**src/rtl/gate_input_debounce.sv**
```systemverilog
// Two-channel input conditioner feeding the and_gate stage.
// Each channel: two-flop synchronizer, stability-count debounce, edge pulses.
// Channel index 0 is A, index 1 is B; channels share only clk and rst.
//
//   state   | meaning
//   --------+----------------------------------------------------------
//   STABLE  | synchronized input agrees with the output level, cnt = 0
//   PENDING | synchronized input differs, cnt = consecutive differing
//           | samples seen so far (1 .. DB_CYCLES-1)
module gate_input_debounce #(
  parameter int DB_CYCLES = 4,
  parameter int CNT_W     = 8
) (
  input  logic clk,
  input  logic rst,
  input  logic a_raw,
  input  logic b_raw,
  output logic a,
  output logic b,
  output logic a_rise,
  output logic a_fall,
  output logic b_rise,
  output logic b_fall
);

  typedef enum logic {
    STABLE  = 1'b0,
    PENDING = 1'b1
  } db_state_t;

  // Terminal-count compare value: cnt + 1 == DB_CYCLES  <=>  cnt == DB_CYCLES - 1.
  localparam logic [CNT_W-1:0] CNT_LAST = CNT_W'(DB_CYCLES - 1);
  localparam logic [CNT_W-1:0] CNT_ONE  = CNT_W'(1);

  logic [1:0]       raw;
  logic [1:0]       s1;
  logic [1:0]       s2;
  logic [1:0]       lvl;
  logic [1:0]       rise;
  logic [1:0]       fall;
  logic [1:0]       lvl_nxt;
  logic [1:0]       rise_nxt;
  logic [1:0]       fall_nxt;
  db_state_t        state     [2];
  db_state_t        state_nxt [2];
  logic [CNT_W-1:0] cnt       [2];
  logic [CNT_W-1:0] cnt_nxt   [2];

  assign raw = {b_raw, a_raw};

  // Two-flop synchronizer per channel, nothing between the flops.
  always_ff @(posedge clk) begin
    if (rst) begin
      s1 <= 2'b00;
      s2 <= 2'b00;
    end else begin
      s1 <= raw;
      s2 <= s1;
    end
  end

  // Debounce state, counter, output level and edge pulses; reset beats any pending toggle.
  always_ff @(posedge clk) begin
    if (rst) begin
      for (int ch = 0; ch < 2; ch++) begin
        state[ch] <= STABLE;
        cnt[ch]   <= '0;
      end
      lvl  <= 2'b00;
      rise <= 2'b00;
      fall <= 2'b00;
    end else begin
      for (int ch = 0; ch < 2; ch++) begin
        state[ch] <= state_nxt[ch];
        cnt[ch]   <= cnt_nxt[ch];
      end
      lvl  <= lvl_nxt;
      rise <= rise_nxt;
      fall <= fall_nxt;
    end
  end

  // Next-state logic: count consecutive differing samples, toggle on terminal count.
  always_comb begin
    lvl_nxt  = lvl;
    rise_nxt = 2'b00;
    fall_nxt = 2'b00;
    for (int ch = 0; ch < 2; ch++) begin
      state_nxt[ch] = state[ch];
      cnt_nxt[ch]   = cnt[ch];
      unique case (state[ch])
        STABLE: begin
          cnt_nxt[ch] = '0;
          if (s2[ch] != lvl[ch]) begin
            if (DB_CYCLES == 1) begin
              lvl_nxt[ch]  = s2[ch];
              rise_nxt[ch] = s2[ch];
              fall_nxt[ch] = ~s2[ch];
            end else begin
              state_nxt[ch] = PENDING;
              cnt_nxt[ch]   = CNT_ONE;
            end
          end
        end
        PENDING: begin
          if (s2[ch] == lvl[ch]) begin
            state_nxt[ch] = STABLE;
            cnt_nxt[ch]   = '0;
          end else if (cnt[ch] == CNT_LAST) begin
            state_nxt[ch] = STABLE;
            cnt_nxt[ch]   = '0;
            lvl_nxt[ch]   = s2[ch];
            rise_nxt[ch]  = s2[ch];
            fall_nxt[ch]  = ~s2[ch];
          end else begin
            cnt_nxt[ch] = cnt[ch] + CNT_ONE;
          end
        end
        default: begin
          state_nxt[ch] = STABLE;
          cnt_nxt[ch]   = '0;
        end
      endcase
    end
  end

  assign a      = lvl[0];
  assign b      = lvl[1];
  assign a_rise = rise[0];
  assign a_fall = fall[0];
  assign b_rise = rise[1];
  assign b_fall = fall[1];

endmodule
```
**config.mk**
```make
export PLATFORM = sky130hd
export DESIGN_NAME = gate_input_debounce
export DESIGN_NICKNAME = d
export VERILOG_FILES = /design/src/rtl/gate_input_debounce.sv
export SDC_FILE = /design/constraint.sdc
export NUM_CORES = 1
export LEC_CHECK = 0
export CORE_MARGIN = 4
export CORE_UTILIZATION = 58
export CTS_CLUSTER_SIZE = 30
export DETAILED_ROUTE_END_ITERATION = 6
export GPL_TIMING_DRIVEN = 1
export PLACE_DENSITY = 0.8
export SYNTH_ARGS = -nofsm -noshare
export SYNTH_HDL_FRONTEND = slang
export SYNTH_SLANG_ARGS = --single-unit
```
**constraint.sdc**
```tcl
create_clock -name clk -period 2.7 [get_ports clk]
set_clock_uncertainty 0.15 [all_clocks]
set_input_delay 0.54 -clock clk [delete_from_list [all_inputs] [get_ports clk]]
set_output_delay 0.54 -clock clk [all_outputs]
set_load 0.01 [all_outputs]
```
Word level (Yosys, flattened, before mapping)
Memory sizes are Yosys's and may differ from the RTL's.
Cells that the tools add are included.
Storage, ports and cells
  register bits after elaboration: 10
  memory bits (writable): 18
  output and inout port bits: 6
  memories kept: 2
Memory list
  cnt: depth 2, width 8, rd ports 2, clocked after memory_dff 0, write ports 2, RTL line 46  | logic [CNT_W-1:0] cnt [2];
  state: depth 2, width 1, rd ports 2, clocked after memory_dff 0, write ports 2, RTL line 44  | db_state_t state [2];
Operators by class
  $add $sub $neg: 2
  eq/ne operators: 6
  mux-type cells: 23
  bitwise logic cells: 12
  reduce and logical (&&, ||, !) cells: 4
Operators with widths (number)
  $mux 8: 6
  $pmux 8 s2: 2
  $add 8x1->8 const B: 2
  $eq 8x2->1 const B: 2
  $mux 1: 13
  $not 1->1: 8
  $reduce_or 4->1: 2
  $reduce_and 3->1: 2
  $or 1x1->1: 4
  $pmux 1 s2: 2
  $eq 1x1->1: 2
  $ne 1x1->1: 2

Longest topological paths before layout
An unclocked memory read counts as a cell.
  depth after elaboration: 6
  mapped depth: 5
  mapped depth without buffers: 4

Least setup slack after synthesis
Ideal clock, no wire load.
  path type: register -> register
  start point: memory cnt[0][0]
  end point: register lvl[0]
  arrival: 1578 ps
  slack: 902 ps
  stages on the path, launching flop included: 6
  buffers on the path: 1
  path through: dfxtp_1 -> ha_1 -> or4b_1 -> buf_2 -> or3_1 -> a21oi_1
RTL lines
  start, declared: RTL line 46
  end signal, assigned: RTL line 77  | lvl <= lvl_nxt;
  end, declared: RTL line 38  | logic [1:0] lvl;

==> results.yml <==
route:
  drt_wl_total_um: 1920
  antenna_left: 0
  via_per_inst: 5.84
  drc_errors: 0
  vias: 864
  wl_per_cell_um: 13.0
  drt_iter0_markers: 26
  dr.pass1.iters: 4
min_path:
  hp-start: "s1[0]"
  hp-class: "reg2reg"
  hold-path-endpoint: "s2[0]"
  hold_depth: 1
global_route:
  antenna_found_initial: 0
  grt_usage: 0.167
  grt_pass1_vias: 811
  overflow: 0
  grt_start_max_net_pins: 16
  grt_pass1_wl_um: 3290
worst_setup_path:
  r2r_slack_ns: 0.67
  crit_type: "reg2reg"
  r2r_start: "cnt[0][8]"
  worst_ep_arrival_time_ns: 2.10
  crit_required_ns: 2.77
  r2r_end: "fall[1]"
  cp-start-kind: "flip-flop"
  end_kind: "flip-flop"
  cp_max_fo: 6
  worst-r2r-cell-count: 4
finish:
  fill_cells: 160
  final_util: 0.710
  layout_common_cells: "dfxtp_1 (28), a21oi_1 (9), clkdlybuf4s50_1 (9), nand3_1 (7)"
  layout_commonest_cell: "dfxtp_1"
  register_area_um2: 561
  multi_input_area_um2: 523
  antenna_cells: 0
  drive_above_1_share: 0.0488
  layout.nets: 130
  final_area_um2: 1250
  syn2layout_area_growth_pct: 13.9
sta:
  setup_tns_ns: 0
  hold_violations: 0
  fmax_mhz: 493
  maxSlewViolCount: 0
  slew_headroom: 0.607
  fin_crit_sh: 0.751
  tightest_slew_ns: 0.581
  setup_viol: 0
  rsz0062_at_grt: "no"
  holdWs_ns: 0.311
  period_needed_ns: 2.03
place:
  io_buffers: 9
  dpl-instance-area_um2: 1220
  gp_congestion: 0.801
  hpwl_um: 1490
die:
  die_w_um: 51.5
  die-height_um: 51.5
  core_um2: 1760
  fp-row-count: 15
  num_io_pins: 10
  start_util: 0.623
  dieArea_um2: 2660
cts:
  cts_tree: "built"
  cts_resized: 0
  cts_setup_buffers: 0
  clock_sinks: 28
  htree_levels: 1
  worstSkewPairLatency_ns: 0.32
  cts.clk_slew.worst_paths_ns: 0.13
  cts-root-buf: "clkbuf_4"
  numCtsBuffers: 3
  cts_buffer_depth: 2
  cts_hold_buf: 0
synthesis:
  ys_ff_latch: 28
  syn_inst: 111
  yosysWarningCount: 0
  yosysSeqAreaShare: 0.510
  yosysTopAreaCell: "dfxtp_1"
  netlist.area_leader.share: 0.510
  ys_types: 30
  syn_area_um2: 1100
  syn-num-nets: 117
  syn_area_per_cell_um2: 9.91
  synth.area.top_cells: "dfxtp_1 (51%), xor2_1 (4.8%), a21oi_1 (4.1%)"
status:
  status: "finished clean"
power_and_ir_drop:
  ir_drop_v: 0.000411
  power.density_nw_per_um2: 504
  power.leakage_nw: 0.409
flow_run:
  cap_violations: 0
==> worst max-delay path, cell delays in order, from the launching register on <==
cell and delay (ns):
dfxtp_1 0.38, ha_1 0.24, nor4b_1 0.51, and2_0 0.36, nor4b_1 0.29
==> cells in the mapped netlist <==
cell type	count
nor4b_1	2
dfxtp_1	28
nor4_4	1
or4_1	1
buf_2	1
nand2b_1	4
o21ai_0	6
ha_1	2
nor2b_1	4
nor2_1	4
and2_0	1
nor3_1	3
o31ai_1	1
nor4_1	2
or4b_1	2
a21oi_1	9
nand4_1	2
xor2_1	6
or3_1	6
a31o_2	1
nor3b_1	2
a21o_1	1
nand2_1	4
nand3_1	7
and4b_1	1
a211oi_1	3
nand3b_1	1
xnor2_1	2
o41ai_1	1
inv_1	3
==> through the flow <==
step	worst slack [ns]	cells	total power (W)
3_3_place_gp	0.670	144	0.000443
2_1_floorplan	0.902	111	0.000436
3_5_place_dp	0.640	144	0.000444
6_report	0.672	148	0.000631
5_1_grt	0.419	148	0.000655
4_1_cts	0.659	148	0.000635
==> flip-flops by register name (all words and copies together), names as in the netlist <==
| register | cells |
|---|---|
| cnt | 16 |
| fall | 2 |
| lvl | 2 |
| rise | 2 |
| s1 | 2 |
| s2 | 2 |
| state | 2 |
==> layer usage <==
metal | global-route usage | share of wire
met1 | 0.175 | 0.42
met2 | 0.314 | 0.54
met3 | 0.0315 | 0.030
met4 | 0.0830 | 0.015
met5 | 0 | 0
==> layout make-up <==
| class | instances | share of cell area |
|---|---|---|
| well taps | 25 | 0.0250 |
| multi-input cells | 79 | 0.418 |
| flip-flops and latches | 28 | 0.448 |
| clock buffers | 4 | 0.0290 |
| inverters | 3 | 0.00899 |
| repair buffers | 9 | 0.0719 |
==> worst max-delay path by stage <==
stage | startpoint | to | slack, ns | cells past startpoint
finish | cnt[0][8] | fall[1] | 0.67 | 4
global route | cnt[0][8] | fall[1] | 0.42 | 4
CTS | cnt[0][8] | fall[1] | 0.66 | 4
detailed placement | rst | cnt[0][15] | 0.64 | 4
global placement | rst | cnt[0][15] | 0.67 | 4
floorplan | cnt[0][0] | lvl[0] | 0.90 | 5
==> report_power, final <==
part	internal (W)	total, W	switching, W	leakage, nW
logic	0.00000845	0.0000142	0.00000571	0.161
registers	0.000418	0.000421	0.00000333	0.227
clock network	0.0000825	0.000196	0.000114	0.0210
==> cells by family (layout without fill, tap and decap cells) <==
kind of cell | count (synthesis) | in the layout | synth area share
flops | 28 | 28 | 0.510
fa+ha+maj | 2 | 2 | 0.0227
buf+inv | 4 | 16 | 0.0148
compound gates | 22 | 22 | 0.118
simple gates | 47 | 47 | 0.271
xor+xnor | 8 | 8 | 0.0637
No activity file was read; power rests on OpenSTA's default activity.
